--- src/rtl/voice_bank_mux_pkg.sv ---
// Shared encodings for the time-multiplexed voice engine: waveform codes,
// envelope states and top-level sequencer states.
package voice_bank_mux_pkg;

    typedef enum logic [1:0] {
        WAVE_SAW   = 2'd0,
        WAVE_PULSE = 2'd1,
        WAVE_TRI   = 2'd2,
        WAVE_OFF   = 2'd3
    } wave_e;

    typedef enum logic [2:0] {
        ENV_IDLE    = 3'd0,
        ENV_ATTACK  = 3'd1,
        ENV_DECAY   = 3'd2,
        ENV_SUSTAIN = 3'd3,
        ENV_RELEASE = 3'd4
    } env_state_e;

    typedef enum logic [1:0] {
        TOP_IDLE = 2'd0,
        TOP_RUN  = 2'd1,
        TOP_DONE = 2'd2
    } top_state_e;

    // Amplitude is the top AMP_BITS of the envelope level.
    localparam int AMP_BITS = 8;

endpackage

--- src/rtl/voice_bank_mux_envelope_step.sv ---
// Combinational ADSR step for one voice: next state and next level from the
// stored state/level, the sampled gate and the shared rates.
module envelope_step
    import voice_bank_mux_pkg::*;
#(
    parameter int ENV_BITS = 16
) (
    input  env_state_e           i_state,
    input  logic [ENV_BITS-1:0]  i_level,
    input  logic                 i_gate,
    input  logic                 i_gate_prev,
    input  logic [ENV_BITS-1:0]  i_attack_inc,
    input  logic [ENV_BITS-1:0]  i_decay_inc,
    input  logic [ENV_BITS-1:0]  i_release_inc,
    input  logic [AMP_BITS-1:0]  i_sustain_level,
    output env_state_e           o_state,
    output logic [ENV_BITS-1:0]  o_level
);

    localparam int SUS_PAD = ENV_BITS - AMP_BITS;

    logic [ENV_BITS-1:0] w_sus;
    logic [ENV_BITS:0]   w_att_sum;
    logic [ENV_BITS:0]   w_dec_diff;
    logic [ENV_BITS:0]   w_rel_diff;
    env_state_e          w_eff;

    assign w_sus      = {i_sustain_level, {SUS_PAD{1'b0}}};
    assign w_att_sum  = {1'b0, i_level} + {1'b0, i_attack_inc};
    assign w_dec_diff = {1'b0, i_level} - {1'b0, i_decay_inc};
    assign w_rel_diff = {1'b0, i_level} - {1'b0, i_release_inc};

    // Gate edges redirect the state first; the step of the new state applies
    // in the same evaluation, starting from the retained level.
    always_comb begin
        w_eff = i_state;
        if (i_gate && !i_gate_prev) begin
            w_eff = ENV_ATTACK;
        end else if (!i_gate && (i_state == ENV_ATTACK || i_state == ENV_DECAY ||
                                 i_state == ENV_SUSTAIN)) begin
            w_eff = ENV_RELEASE;
        end
    end

    always_comb begin
        o_state = w_eff;
        o_level = i_level;
        case (w_eff)
            ENV_ATTACK: begin
                if (w_att_sum[ENV_BITS] || (&w_att_sum[ENV_BITS-1:0])) begin
                    o_level = '1;
                    o_state = ENV_DECAY;
                end else begin
                    o_level = w_att_sum[ENV_BITS-1:0];
                end
            end
            ENV_DECAY: begin
                if (w_dec_diff[ENV_BITS] || (w_dec_diff[ENV_BITS-1:0] <= w_sus)) begin
                    o_level = w_sus;
                    o_state = ENV_SUSTAIN;
                end else begin
                    o_level = w_dec_diff[ENV_BITS-1:0];
                end
            end
            ENV_SUSTAIN: o_level = w_sus;
            ENV_RELEASE: begin
                if (w_rel_diff[ENV_BITS] || (w_rel_diff[ENV_BITS-1:0] == '0)) begin
                    o_level = '0;
                    o_state = ENV_IDLE;
                end else begin
                    o_level = w_rel_diff[ENV_BITS-1:0];
                end
            end
            default: o_level = i_level;
        endcase
    end

endmodule

--- src/rtl/voice_bank_mux.sv ---
// Polyphonic voice engine: NUM_VOICES voices share one oscillator/envelope/
// scaling datapath, one voice per cycle after sample_tick. Ring modulation
// of the triangle is enabled with TINY_SYNTH_RINGMOD_EN.
module voice_bank_mux
    import voice_bank_mux_pkg::*;
#(
    parameter int NUM_VOICES       = 4,
    parameter int OUTPUT_BITS      = 12,
    parameter int FREQ_BITS        = 16,
    parameter int PULSEWIDTH_BITS  = 12,
    parameter int ACCUMULATOR_BITS = 24,
    parameter int ENV_BITS         = 16
) (
    input  logic                           main_clk,
    input  logic                           rst_n,
    input  logic                           sample_tick,
    input  logic                           freq_we,
    input  logic [$clog2(NUM_VOICES)-1:0]  freq_voice,
    input  logic [FREQ_BITS-1:0]           freq_data,
    input  logic [2*NUM_VOICES-1:0]        waveform,
    input  logic [PULSEWIDTH_BITS-1:0]     pulse_width,
    input  logic [NUM_VOICES-1:0]          gate,
`ifdef TINY_SYNTH_RINGMOD_EN
    input  logic [NUM_VOICES-1:0]          en_ringmod,
`endif
    input  logic [ENV_BITS-1:0]            attack_inc,
    input  logic [ENV_BITS-1:0]            decay_inc,
    input  logic [ENV_BITS-1:0]            release_inc,
    input  logic [AMP_BITS-1:0]            sustain_level,
    output logic signed [OUTPUT_BITS-1:0]  dout,
    output logic                           dout_valid,
    output logic                           busy,
    output logic                           overrun,
    output logic [NUM_VOICES-1:0]          is_idle,
    output logic [1:0]                     dbg_state
);

    localparam int VW    = $clog2(NUM_VOICES);
    localparam int OB    = OUTPUT_BITS;
    localparam int ACC   = ACCUMULATOR_BITS;
    localparam int MW    = OB + VW;
    localparam int PRODW = OB + AMP_BITS + 1;

    localparam logic signed [OB-1:0] S_POS   = {1'b0, {(OB-1){1'b1}}};
    localparam logic signed [OB-1:0] S_NEG   = {1'b1, {(OB-2){1'b0}}, 1'b1};
    localparam logic signed [MW-1:0] MIX_MAX = {{(VW+1){1'b0}}, {(OB-1){1'b1}}};
    localparam logic signed [MW-1:0] MIX_MIN = ~MIX_MAX;

    top_state_e            r_state;
    top_state_e            w_state_next;
    logic [VW-1:0]         r_voice;
    logic                  w_last;
    logic                  w_busy;

    logic [ACC-1:0]        r_phase [NUM_VOICES];
    logic [FREQ_BITS-1:0]  r_freq  [NUM_VOICES];
    logic [ENV_BITS-1:0]   r_level [NUM_VOICES];
    env_state_e            r_env   [NUM_VOICES];
    logic [NUM_VOICES-1:0] r_gate_prev;

    logic signed [MW-1:0]  r_mix;
    logic signed [OB-1:0]  r_dout;
    logic                  r_dout_valid;
    logic                  r_overrun;

    logic [ACC-1:0]        w_phase;
    logic [ENV_BITS-1:0]   w_level;
    logic [AMP_BITS-1:0]   w_amp;
    wave_e                 w_wave;
    logic [OB-1:0]         w_tri_fold;
    logic signed [OB-1:0]  w_tri;
    logic signed [OB-1:0]  w_sample;
    logic signed [PRODW-1:0] w_prod;
    logic signed [PRODW-1:0] w_shift;
    logic signed [OB-1:0]  w_scaled;
    logic signed [MW-1:0]  w_mix_next;
    logic signed [OB-1:0]  w_sat;
    env_state_e            w_env_next;
    logic [ENV_BITS-1:0]   w_level_next;
    logic                  w_unused;

    // ---------------- top sequencer ----------------
    always_ff @(posedge main_clk or negedge rst_n) begin
        if (!rst_n) r_state <= TOP_IDLE;
        else        r_state <= w_state_next;
    end

    assign w_last = (r_voice == VW'(NUM_VOICES - 1));

    always_comb begin
        w_state_next = r_state;
        case (r_state)
            TOP_IDLE: if (sample_tick) w_state_next = TOP_RUN;
            TOP_RUN:  if (w_last)      w_state_next = TOP_DONE;
            TOP_DONE:                  w_state_next = TOP_IDLE;
            default:                   w_state_next = TOP_IDLE;
        endcase
    end

    always_comb begin
        w_busy    = (r_state != TOP_IDLE);
        busy      = w_busy;
        dbg_state = r_state;
    end

    // ---------------- shared voice datapath ----------------
    assign w_phase = r_phase[r_voice];
    assign w_level = r_level[r_voice];
    assign w_amp   = w_level[ENV_BITS-1 -: AMP_BITS];
    assign w_wave  = wave_e'(waveform[{r_voice, 1'b0} +: 2]);

`ifdef TINY_SYNTH_RINGMOD_EN
    logic [VW-1:0] w_src_voice;
    assign w_src_voice = (r_voice == '0) ? VW'(NUM_VOICES - 1) : (r_voice - VW'(1));
`endif

    always_comb begin
        w_tri_fold = w_phase[ACC-2 -: OB] ^ {OB{w_phase[ACC-1]}};
        w_tri      = {~w_tri_fold[OB-1], w_tri_fold[OB-2:0]};
`ifdef TINY_SYNTH_RINGMOD_EN
        // Source phase is read as stored: already advanced for earlier voices.
        if (en_ringmod[r_voice] && r_phase[w_src_voice][ACC-1]) w_tri = -w_tri;
`endif
        case (w_wave)
            WAVE_SAW:   w_sample = {~w_phase[ACC-1], w_phase[ACC-2 -: OB-1]};
            WAVE_PULSE: w_sample = (w_phase[ACC-1 -: PULSEWIDTH_BITS] >= pulse_width) ? S_POS : S_NEG;
            WAVE_TRI:   w_sample = w_tri;
            default:    w_sample = '0;
        endcase
    end

    assign w_prod     = PRODW'(w_sample) * $signed(PRODW'(w_amp));
    assign w_shift    = w_prod >>> AMP_BITS;
    assign w_scaled   = w_shift[OB-1:0];
    assign w_mix_next = r_mix + MW'(w_scaled);
    assign w_unused   = ^{w_shift[PRODW-1:OB]};

    always_comb begin
        if (w_mix_next > MIX_MAX)      w_sat = S_POS;
        else if (w_mix_next < MIX_MIN) w_sat = {1'b1, {(OB-1){1'b0}}};
        else                           w_sat = w_mix_next[OB-1:0];
    end

    envelope_step #(
        .ENV_BITS (ENV_BITS)
    ) u_env (
        .i_state         (r_env[r_voice]),
        .i_level         (w_level),
        .i_gate          (gate[r_voice]),
        .i_gate_prev     (r_gate_prev[r_voice]),
        .i_attack_inc    (attack_inc),
        .i_decay_inc     (decay_inc),
        .i_release_inc   (release_inc),
        .i_sustain_level (sustain_level),
        .o_state         (w_env_next),
        .o_level         (w_level_next)
    );

    always_ff @(posedge main_clk or negedge rst_n) begin
        if (!rst_n) begin
            for (int i = 0; i < NUM_VOICES; i++) begin
                r_phase[i] <= '0;
                r_freq[i]  <= '0;
                r_level[i] <= '0;
                r_env[i]   <= ENV_IDLE;
            end
            r_gate_prev  <= '0;
            r_voice      <= '0;
            r_mix        <= '0;
            r_dout       <= '0;
            r_dout_valid <= 1'b0;
            r_overrun    <= 1'b0;
        end else begin
            r_dout_valid <= 1'b0;
            r_overrun    <= sample_tick && w_busy;
            if (freq_we) r_freq[freq_voice] <= freq_data;
            if (r_state == TOP_IDLE && sample_tick) begin
                r_mix   <= '0;
                r_voice <= '0;
            end
            if (r_state == TOP_RUN) begin
                r_phase[r_voice]     <= w_phase + ACC'(r_freq[r_voice]);
                r_level[r_voice]     <= w_level_next;
                r_env[r_voice]       <= w_env_next;
                r_gate_prev[r_voice] <= gate[r_voice];
                r_mix                <= w_mix_next;
                r_voice              <= r_voice + VW'(1);
                // Output lands as the sequencer enters DONE.
                if (w_last) begin
                    r_dout       <= w_sat;
                    r_dout_valid <= 1'b1;
                end
            end
        end
    end

    always_comb begin
        for (int i = 0; i < NUM_VOICES; i++) is_idle[i] = (r_env[i] == ENV_IDLE);
    end

    assign dout       = r_dout;
    assign dout_valid = r_dout_valid;
    assign overrun    = r_overrun;

endmodule
--- config.mk ---
export PLATFORM = sky130hd
export DESIGN_NAME = voice_bank_mux
export DESIGN_NICKNAME = d
export VERILOG_FILES = /design/src/rtl/voice_bank_mux_pkg.sv /design/src/rtl/voice_bank_mux_envelope_step.sv /design/src/rtl/voice_bank_mux.sv
export SDC_FILE = /design/constraint.sdc
export NUM_CORES = 1
export LEC_CHECK = 0
export BUFFER_PORTS_ARGS = -buffer_cell sky130_fd_sc_hd__buf_2
export CORE_MARGIN = 2
export CORE_UTILIZATION = 40
export CTS_CLUSTER_DIAMETER = 40
export CTS_CLUSTER_SIZE = 12
export DETAILED_ROUTE_END_ITERATION = 16
export GPL_TIMING_DRIVEN = 0
export SYNTH_ARGS = -nofsm -noshare
export SYNTH_HDL_FRONTEND = slang
export SYNTH_SLANG_ARGS = --single-unit
--- constraint.sdc ---
create_clock -name main_clk -period 10.2 [get_ports main_clk]
set_input_delay 2.04 -clock main_clk [delete_from_list [all_inputs] [get_ports main_clk]]
set_output_delay 2.04 -clock main_clk [all_outputs]
set_load 0.02 [all_outputs]
-- After elaboration in Yosys (flattened, before gate mapping)
Cells that the tools add are included.
- word-level logic and storage cells: 139
- bits in registers: 272
- input port bits: 102
- output and inout bits: 21
- add/sub/neg operators: 6
- bitwise operators: 5
- multiplexer cells: 54
- multipliers: 1
- reduce and logical (&&, ||, !) cells: 26
- equal/unequal tests: 13
- $lt $le $gt $ge: 10
- shift operators: 1
- operators with widths (kind ; number):
    16-bit two-way mux ; 9
    64-bit bitwise mux ; 2
    96-bit bitwise mux ; 1
    24-bit two-way mux ; 3
    16-bit binary-select mux with 2-bit select ; 2
    16-bit demux with 2-bit select ; 2
    16-bit case mux with 4 select lines ; 1
    24-bit binary-select mux with 2-bit select ; 1
    24-bit demux with 2-bit select ; 1
    12-bit two-way mux ; 3
    12-bit case mux with 3 select lines ; 1
    16-bit by 16-bit subtractor with 17-bit output ; 2
    14-bit two-way mux ; 2
    24-bit by 16-bit adder with 24-bit output ; 1
    3-bit two-way mux ; 8
    12-bit by 9-bit multiplier with 20-bit output ; 1
    16-bit by 16-bit adder with 17-bit output ; 1
    16-bit less-or-equal comparator ; 1
    16-bit logical NOT ; 1
    16-bit AND reduction ; 1
    14-bit by 12-bit adder with 14-bit output ; 1
    14-bit by 12-bit > comparator with 1-bit output, second input constant ; 1
    14-bit by 12-bit less-than comparator with 1-bit output, second input constant ; 1
    12-bit bitwise mux ; 1
    32 further kinds ; 68

-- Longest topological paths before layout
- depth in word-level cells: 13
- depth in mapped cells: 41
- depth with buffers taken out: 39

-- Modules after synthesis
From an unflattened synthesis, not the netlist that was laid out.
- cell total of the unflattened synthesis: 2016
- area total of the unflattened synthesis: 20259.4 um^2
- by module, submodules not included (module ; times used ; sequential area each (um^2) ; area each (um^2) ; cells each):
    voice_bank_mux ; 1 ; 6806.5 ; 17041.3 ; 1552
    envelope_step ; 1 ; 0.0 ; 3218.1 ; 464

-- Least setup slack after synthesis
No wires, ideal clock.
- path type: input-to-reg
- start point: in pulse_width[9]
- end point: reg r_dout[10] (netlist: dout[10])
- data arrival time: 9.495 ns
- buffers on the path: 0
- library setup time: 0.126 ns
- stages: 37
- data required time: 10.074 ns
- path slack: 0.579 ns
- path through: inv_1 -> ha_1 -> a21o_1 -> a21o_1 -> a21oi_1 -> o21ai_0 -> nand2_1 -> a21oi_1 -> a31oi_1 -> nor2_1 -> fa_1 -> inv_1 -> fa_1 -> inv_1 -> fa_1 -> inv_1 -> fa_1 -> inv_1 -> ha_1 -> o21ai_0 -> nand2b_1 -> a21oi_1 -> nor2_1 -> a221o_1 -> a41oi_4 -> inv_1 -> a21oi_1 -> xnor2_1 -> ha_1 -> and3_1 -> a211oi_1 -> nand2b_1 -> a21boi_0 -> xor2_1 -> or2_2 -> and3_4 -> a221o_1
- word-level cells in the longest chain between the ends: 8
- elaborated cells on any way between the ends: 9
- classes of those cells: add/sub (1); mul (1); order compare (3); mux (4)
- RTL lines (element ; line ; RTL):
    from (decl) ; voice_bank_mux.sv:21 ; input logic [PULSEWIDTH_BITS-1:0] pulse_width,
    12-bit greater-or-equal comparator * ; voice_bank_mux.sv:126 ; WAVE_PULSE: w_sample = (w_phase[ACC-1 -: PULSEWIDTH_BITS] >= pulse_width) ? S_POS : S_NEG;
    12-bit two-way mux * ; voice_bank_mux.sv:126 ;
    12-bit case mux with 3 select lines * ; voice_bank_mux.sv:124 ; case (w_wave)
    12-bit by 9-bit multiplier with 20-bit output * ; voice_bank_mux.sv:132 ; assign w_prod = PRODW'(w_sample) * $signed(PRODW'(w_amp));
    14-bit by 12-bit adder with 14-bit output * ; voice_bank_mux.sv:135 ; assign w_mix_next = r_mix + MW'(w_scaled);
    14-bit by 12-bit less-than comparator with 1-bit output ; voice_bank_mux.sv:140 ; else if (w_mix_next < MIX_MIN) w_sat = {1'b1, {(OB-1){1'b0}}};
    12-bit two-way mux ; voice_bank_mux.sv:140 ;
    12-bit two-way mux * ; voice_bank_mux.sv:139 ; if (w_mix_next > MIX_MAX) w_sat = S_POS;
    to (signal assigned) ; voice_bank_mux.sv:190 ; r_dout <= w_sat;
    to (decl) ; voice_bank_mux.sv:62 ; logic signed [OB-1:0] r_dout;
Mark *: on every way between the ends. The rest lies on a longest branch, timed or not.
A chain may end at the register's enable or synchronous reset.

-- Final worst setup path
- start point: in pulse_width[6]
- end point: reg r_dout[2] (netlist: dout[2])
Same word-level chain as after synthesis.

==> flow_summary.ini <==
[outcome]
outcome = complete, no violations

[synthesis]
synth_area_per_cell_sq_um = 9.69
ys.warnings.count = 0
synth-seq-area-share = 0.339
synth_area_leaders = dfrtp_1 (34%), ha_1 (8.5%), fa_1 (8.0%), mux4_2 (6.4%), nand2_1 (5.3%)
synthTopCellsByCount = nand2_1 (282), dfrtp_1 (272), o21ai_0 (201)
yosys.area.top_type_share = 0.339
syn_inst = 2071
ys_async_sr_fraction = 1.00
ys_ff_latch = 272
synth_area_leader_cell = dfrtp_1
synth_ff_type = dfrtp_1
synthDistinctLibCells = 79
syn_nets = 2389
synth.most_common_cell = nand2_1
syn_area_sq_mm = 0.0201
synth_edf_count = 0

[final_layout]
syn2layout_area_growth_pct = 16.0
fin_cells = 2944
diodes = 0
nNetsFinal = 2560
drive_gt1_frac = 0.172

[clock_network]
clk_path_buf_depth = 3
numCtsBuffers = 41
cts.clk_slew.worst_paths_ps = 60
htree_levels = 2
cts.sinks = 272
root_buffer = clkbuf_16
worstSkewPairLatency_ps = 570
cts_tree = done

[routing]
first_pass_iters = 5
wirelength_um = 58100
remaining_drc_errors = 0
routed-via-count = 16300
drt_iter0_drc = 1034
wire_per_inst_um = 19.7
postRouteAntennaNets = 0
via_per_inst = 5.52

[setup_path]
cp-end-kind = flop
reg2reg_from = r_voice[1]$_DFFE_PN0P_
slowest_delay_ps = 530
cpMaxStageDelayCell = fa_1
crit_arrival_ps = 10270
r2r_cells = 39
crit_type = input port to flop
required_ps = 10650
critPathMaxFanout = 8
r2r_end = dout[2]$_DFFE_PN0P_
cp-start-kind = input port
r2r_setup_slack_ps = 420

[floorplanning]
start_util = 0.403
die_x_um = 228
core_area_sq_mm = 0.0499
die_h_um = 228
die_area_sq_mm = 0.0520
num_io_pins = 123
row_count = 82

[hold_path]
whs_path_depth = 2
hold_path_class = flop to flop
min_to = r_phase[39]$_DFFE_PN0P_
holdCritStartpoint = r_phase[39]$_DFFE_PN0P_

[timing]
setup_viol = 0
relSlewSlack = 0.188
worst_pin_slew_ps = 1210
period_share = 0.963
slew_violations = 0
fin_skew_ps = 42.0
hold_viol = 0
fin_crit_ps = 9820
max_freq_ghz = 0.102

[place]
dp_cells = 2867
gp_congestion = 0.903
port-buffer-count = 122
detailed_place_hpwl_um = 43500

[grt]
grt_pass1_vias = 16800
grt_pass1_wl_um = 92300
grt_max_degree = 121
globalRouteTotalUtil = 0.224
overflow = 0
antenna_found_initial = 1

[flow_run]
cap_viol_max_count = 0
layout by cell type, fill, tap and decap left out, types with 11 or more instances in the layout:
cell	instances
a211oi_1	12
a21o_1	35
a21oi_1	84
a22o_1	12
a31oi_1	11
and2_1	14
buf_2	127
clkbuf_1	65
clkbuf_16	43
dfrtp_1	271
fa_1	80
ha_1	136
inv_1	190
mux2_2	73
mux2i_1	25
mux4_2	57
nand2_1	281
nand2b_1	34
nand3_1	22
nand4_1	11
nor2_1	110
nor2b_1	22
nor3_1	23
o211ai_1	13
o21a_1	14
o21ai_0	198
o311ai_0	12
xnor2_1	63
xor2_1	36
per-layer routing:
| metal | vias up | global-route usage | routed length [um] |
|---|---|---|---|
| met5 | - | 0 | 0 |
| met4 | 0 | 0.0886 | 2120 |
| met3 | 120 | 0.0286 | 2490 |
| met2 | 398 | 0.385 | 28200 |
| met1 | 8181 | 0.287 | 25300 |
| li1 | 7558 | - | - |
how the worst max path moves through the flow:
stage	startpoint	endpoint	slack, ps	depth (start not counted)
after CTS	r_voice[0]$_DFFE_PN0P_	dout[2]$_DFFE_PN0P_	60	38
after global placement	r_voice[1]$_DFFE_PN0P_	dout[9]$_DFFE_PN0P_	-710	36
after detailed placement	r_voice[1]$_DFFE_PN0P_	dout[2]$_DFFE_PN0P_	-820	36
after floorplan	pulse_width[9]	dout[10]$_DFFE_PN0P_	580	37
after global routing	pulse_width[9]	dout[8]$_DFFE_PN0P_	-20	38
final	pulse_width[6]	dout[2]$_DFFE_PN0P_	380	38
per-stage QoR:
step | setup WS [ps] | util | area (sq um) | hold WS, ps | TNS (ps)
2_1_floorplan | 579 | - | 20100 | 440 | 0
3_3_place_gp | -713 | 0.432 | 21500 | 457 | -8550
3_5_place_dp | -818 | 0.433 | 21600 | 465 | -10120
4_1_cts | 60.7 | 0.464 | 23100 | 477 | 0
5_1_grt | -19.9 | 0.467 | 23300 | 489 | -66.5
6_report | 379 | 0.467 | 23300 | 475 | 0
what timing repair did:
item,in CTS,in global routing
resized for setup,15,34
buffers inserted,0,6
hold buffers,0,0
endpoints found under the setup margin,16,16
pin swaps,0,3
flip-flops by register name, indices dropped and copies added (netlist names):
register,flops
r_gate_prev,4
r_freq,64
dbg_state,2
r_level,64
dout,12
r_env,12
r_phase,96
r_voice,2
dout_valid,1
r_mix,14
overrun,1
logic make-up after synthesis:
group / synth area share
compound gates: 0.154
xor+xnor: 0.0458
fa+ha+maj: 0.165
buf+inv: 0.0530
flops: 0.339
mux: 0.117
simple gates: 0.126
worst max-delay path: cells and delay by family:
kind | cells | cell delay [ps]
fa+ha+maj | 8 | 3230
buf+inv | 6 | 390
xor+xnor | 2 | 390
simple gates | 11 | 2170
compound gates | 11 | 2030
final cells by class:
cell class	instances	area, sq um
plain buffers	82	365
clock buffers	48	1120
clock inverters	25	344
fillers	4752	26600
inverters	191	717
multi-input cells	1524	12400
flip-flops and latches	272	6810
well taps	672	841
repair buffers	130	721
Power is left out: the tool's default activity adds up to more than one toggle a clock period on the data nets, which glitch-free logic cannot reach.
